## src/rtl/booth_seq_multiplier.sv

```systemverilog
// Sequential radix-4 Booth signed multiplier: WIDTH x WIDTH -> {hi,lo}, two multiplier bits per clock.
module booth_seq_multiplier #(
   parameter int unsigned WIDTH = 32
) (
   input  logic             clock,
   input  logic             clear,
   input  logic             start,
   input  logic [WIDTH-1:0] multiplicand,
   input  logic [WIDTH-1:0] multiplier,
   output logic             busy,
   output logic             done,
   output logic [WIDTH-1:0] hi,
   output logic [WIDTH-1:0] lo
);

   // Accumulator carries two guard bits so +/-2M never overflows.
   localparam int unsigned AW    = WIDTH + 2;
   localparam int unsigned STEPS = WIDTH / 2;
   localparam int unsigned CNT_W = (STEPS > 1) ? $clog2(STEPS) : 1;
   localparam logic [CNT_W-1:0] LAST_STEP = CNT_W'(STEPS - 1);

   typedef enum logic [1:0] {
      IDLE = 2'd0,
      RUN  = 2'd1,
      DONE = 2'd2
   } state_t;

   state_t           state;
   state_t           state_next;
   logic [CNT_W-1:0] count;
   logic [WIDTH-1:0] m_reg;
   logic [WIDTH-1:0] q_reg;
   logic             q_m1;
   logic [AW-1:0]    a_reg;

   logic [AW-1:0]    m_ext;
   logic [AW-1:0]    m_dbl;
   logic [AW-1:0]    addend;
   logic [AW-1:0]    sum;
   logic [AW-1:0]    a_next;
   logic [WIDTH-1:0] q_next;

   // State register.
   always_ff @(posedge clock) begin
      if (clear) state <= IDLE;
      else       state <= state_next;
   end

   // Next-state logic: IDLE -> RUN on start, RUN for STEPS cycles, DONE for one cycle.
   always_comb begin
      state_next = state;
      case (state)
         IDLE:    if (start) state_next = RUN;
         RUN:     if (count == LAST_STEP) state_next = DONE;
         DONE:    state_next = IDLE;
         default: state_next = IDLE;
      endcase
   end

   // One Booth step: recode {Q[1:0],q_-1}, add the partial product, arithmetic shift right by 2.
   always_comb begin
      m_ext  = {{2{m_reg[WIDTH-1]}}, m_reg};
      m_dbl  = {m_ext[AW-2:0], 1'b0};
      addend = '0;
      case ({q_reg[1:0], q_m1})
         3'b001, 3'b010: addend = m_ext;
         3'b011:         addend = m_dbl;
         3'b100:         addend = -m_dbl;
         3'b101, 3'b110: addend = -m_ext;
         default:        addend = '0;
      endcase
      sum    = a_reg + addend;
      a_next = {{2{sum[AW-1]}}, sum[AW-1:2]};
      q_next = {sum[1:0], q_reg[WIDTH-1:2]};
   end

   // Datapath: operand capture on accept, one step per RUN cycle, product capture on the last step.
   always_ff @(posedge clock) begin
      if (clear) begin
         count <= '0;
         m_reg <= '0;
         q_reg <= '0;
         q_m1  <= 1'b0;
         a_reg <= '0;
         hi    <= '0;
         lo    <= '0;
      end else begin
         case (state)
            IDLE: begin
               if (start) begin
                  m_reg <= multiplicand;
                  q_reg <= multiplier;
                  a_reg <= '0;
                  q_m1  <= 1'b0;
                  count <= '0;
               end
            end
            RUN: begin
               a_reg <= a_next;
               q_reg <= q_next;
               q_m1  <= q_reg[1];
               if (count == LAST_STEP) begin
                  count <= '0;
                  hi    <= a_next[WIDTH-1:0];
                  lo    <= q_next;
               end else begin
                  count <= count + CNT_W'(1);
               end
            end
            default: ;
         endcase
      end
   end

   // Status decoded straight from the state register.
   assign busy = (state != IDLE);
   assign done = (state == DONE);

endmodule

```

## config.mk

```make
export PLATFORM = sky130hd
export DESIGN_NAME = booth_seq_multiplier
export DESIGN_NICKNAME = d
export VERILOG_FILES = /design/src/rtl/booth_seq_multiplier.sv
export SDC_FILE = /design/constraint.sdc
export NUM_CORES = 1
export LEC_CHECK = 0
export CAP_MARGIN = 0
export CORE_MARGIN = 2
export CORE_UTILIZATION = 50
export DETAILED_ROUTE_END_ITERATION = 8
export PLACE_DENSITY = 0.71
export REMOVE_ABC_BUFFERS = 1
export SKIP_LAST_GASP = 1
export SLEW_MARGIN = 10
export SYNTH_ARGS = -nofsm -noshare
export SYNTH_HDL_FRONTEND = slang
export SYNTH_SLANG_ARGS = --single-unit
```

## constraint.sdc

```tcl
create_clock -name clock -period 14.5 [get_ports clock]
set_input_delay 2.175 -clock clock [delete_from_list [all_inputs] [get_ports clock]]
set_output_delay 2.175 -clock clock [all_outputs]
set_load 0.01 [all_outputs]
```

==> key figures <==
Critical path
  – Crit path buffers/inverters: 0
  – Largest stage delay, worst path: between 0.5 and 0.6 ns
  – Slowest stage cell, crit path: nor4_1
  – Worst path top cell family by delay: simple AND/OR/NAND/NOR gates
  – Required @ worst endpoint: between 10 and 15 ns
  – Crit Path Class: reg2reg
  – Startpoint types: flop
  – CP Max Fanout: 10
  – Crit end category: flop
  – Worst EP arrival: around 5.9 ns
  – CP Cell Sequence: nor4_1 > nand4_1 > or3_2 > or4_1 > or3_1 > nand2_1 > xor2_1 > o21ai_0 > ha_1 > nand3_1 > nor3_1 > nand2_1 > a21o_1 > a211o_1 > a21oi_1 > a31oi_1 > or4_1 > nand3_1

Clocking
  – Clk sinks: between 150 and 200
  – Worst-path clk slew: approximately 0.07 ns
  – Max clock buf depth: 2
  – Clk_lat worst skew: between 0.4 and 0.5 ns
  – Post-CTS sizing: 0
  – Post-CTS setup repair buffer count: 0
  – H-Tree Depth: 4
  – CTS Buf Count: 17
  – CTS Root Cell: clkbuf_16
  – CTS tree: done
  – Cts hold-fix bufs: 0

Timing
  – Final worst-path cycle share: ~38%
  – Slew HR: around 33%
  – Setup violations, final: 0
  – Fmax: approximately 180 MHz
  – Crit path time final: ~5.5 ns
  – Clock Skew: between 0.008 and 0.009 ns
  – Tightest Pin Transition: about 1 ns
  – RSZ-0062 raised after global routing: no
  – Total negative slack: 0 ns
  – Final slew viol count: 0
  – Final Hold Vio Count: 0

Routing
  – Top sig layer: met4
  – Routed len/inst: 16.1 um
  – Final wirelength: ~27,000 um
  – Wire length on met1: approximately 12,000 um
  – Met3 WL: between 1500 and 2000 um
  – WL met2: 12,400 um
  – DRT iter0 DRCs: 565
  – Antenna-violating nets left: 0
  – Remaining DRCs: 0
  – Vias: between 9,000 and 10,000
  – Vias per cell: 5.78
  – Pre-antenna DRT Iters: 5

Layout
  – Fraction of layout instances using a drive strength above 1: 5.10%
  – Reg area: 0.00334 mm2
  – Multi-input gate area: between 0.005 and 0.006 mm2
  – Ant diodes: 0
  – Area delta synth->final: 20.3%
  – Post-route cell area: ~0.012 mm2
  – Nets: around 1,500
  – Fill count: about 1,800

Yosys
  – Cell Area, Synth: between 0.009 and 0.01 mm2
  – Number of enable flip-flop cells after synthesis: 0
  – Mapped Avg Cell Area: roughly 7.3 um2
  – Most frequent cell after synthesis: nand2_1
  – Post-synth top area share: between 30% and 40%
  – Synth top area cells: dfxtp_1 34%, nand2_1 13%, a21oi_1 7.2%, ha_1 4.5%, o21ai_0 4.0%
  – Sequential fraction of the synthesis area: roughly a third
  – Post-synthesis register bit count: approximately 170
  – Post-Synthesis Cells: ~1,300
  – Synth cell count leaders: 324 x nand2_1, 167 x dfxtp_1, 139 x a21oi_1, 101 x nor2_1, 82 x clkbuf_1
  – Distinct cells, synth: 70
  – Ys flop type: dfxtp_1
  – Fraction of registers with async set or reset after synthesis: 0%
  – Synth area leader: dfxtp_1
  – Yosys warns: 0

Power and ir drop
  – Pwr dens: a little over 100 mW/mm2
  – Maximum vdd drop: roughly 0.085 mV
  – Leakage: 0.00439 uW

Floorplanning
  – Core area: 0.0189 mm2
  – Row cnt: 50
  – Die ar.: about 0.021 mm2
  – Die Span Y: around 140 um
  – I/O pin count: ~130
  – Initial Util: roughly 50%
  – Die width: ~140 um

Global routing
  – Initial antenna violation count: 0
  – First-pass GRT wire length: between 40,000 and 50,000 um
  – Vias in the first global route: around 8,900
  – Largest net degree at the start of global routing: 117
  – Total Routing Usage GR: a little over a quarter
  – Overflow after GRT: 0

Min path
  – Tightest Hold Check Type: reg2reg

Placed design
  – DP Area: between 0.01 and 0.015 mm2
  – DP HPWL: between 15,000 and 20,000 um
  – Placer Congestion: between 0.9 and 1
  – Port buffer count: between 100 and 150

Run status
  – Status: finished, final reports clean

Flow run
  – MaxCap Viol Count: 0
## cells in the final DEF (no fill, tap or decap), types with 5 or more instances in the layout
| cell type | count |
|---|---|
| a211oi_1 | 6 |
| a21o_1 | 18 |
| a21oi_1 | 139 |
| a22o_1 | 8 |
| a22oi_1 | 30 |
| a311oi_1 | 34 |
| a31oi_1 | 11 |
| and2_1 | 5 |
| and3_1 | 7 |
| buf_4 | 14 |
| clkbuf_16 | 17 |
| clkdlybuf4s50_1 | 131 |
| dfxtp_1 | 167 |
| ha_1 | 35 |
| inv_1 | 15 |
| nand2_1 | 323 |
| nand2b_1 | 9 |
| nand3_1 | 37 |
| nor2_1 | 100 |
| nor2b_1 | 8 |
| nor3_1 | 23 |
| nor4_1 | 5 |
| o211ai_1 | 7 |
| o21a_1 | 5 |
| o21ai_0 | 78 |
| o21bai_1 | 6 |
| o221ai_1 | 5 |
| o31ai_1 | 5 |
| or2_2 | 7 |
| or3_1 | 7 |
| or4_1 | 8 |
| xnor2_1 | 40 |
| xor2_1 | 20 |
## metal layers
metal  vias up  GRT usage, %
li1       4826             -
met1      4471          33.5
met2       308          42.6
met3        50          6.33
met4         0          9.29
met5         -             0
## report_power, final
group / switching, uW / internal, uW / leakage [uW]
sequential: 21.2 / 478 / 0.00136
combinational: 145 / 94.2 / 0.00275
clock: 219 / 230 / 0.000284
## worst paths after layout
check / from / endpoint / slack (ns) / cells after the start
max: m_reg[5]$_SDFFE_PP0P_ / hi[29]$_SDFFE_PP0P_ / 9.01 / 18
min: hi[16]$_SDFFE_PP0P_ / hi[16]$_SDFFE_PP0P_ / 0.45 / 2
max reg2reg: m_reg[5]$_SDFFE_PP0P_ / hi[29]$_SDFFE_PP0P_ / 9.01 / 18
min reg2reg: hi[16]$_SDFFE_PP0P_ / hi[16]$_SDFFE_PP0P_ / 0.45 / 2
## cell families (layout without fill, tap and decap cells)
logic type,Yosys count,in the layout,synth area share [%]
AOI/OAI and AO/OA,384,384,25.1
xor gates and xnor gates,60,60,5.41
adders and majority gates,36,36,4.71
buffers and inverters,113,195,4.70
DFF,167,167,34.4
muxes,2,2,0.206
and+or+nand+nor,567,567,25.4
## metrics by stage
stage / utilization (%) / hold WS, ns / instances / total power [uW] / setup WS (ns)
3_3_place_gp: 58.8 / 0.441 / 1639 / 742 / 9.25
4_1_cts: 61.9 / 0.456 / 1671 / 1190 / 9.04
3_5_place_dp: 58.8 / 0.446 / 1639 / 745 / 9.16
6_report: 61.9 / 0.454 / 1671 / 1190 / 9.01
5_1_grt: 61.9 / 0.472 / 1671 / 1240 / 8.63
2_1_floorplan: - / 0.432 / 1233 / 666 / 9.66
## tightest hold or removal path, cell delays in order, from the launching register on
cell     delay [ns]
dfxtp_1        0.31
nand2_1        0.05
a21oi_1        0.05
## cell type report
cell class | count | area share [%]
Clock buffer | 17 | 3.64
Multi-Input combinational cell | 1049 | 50.8
Tap cell | 260 | 2.78
Inverter | 17 | 0.546
Clock inverter | 15 | 1.36
Sequential cell | 167 | 28.6
Timing Repair Buffer | 146 | 12.3
Note: power is estimated with default switching activity, not from simulation.
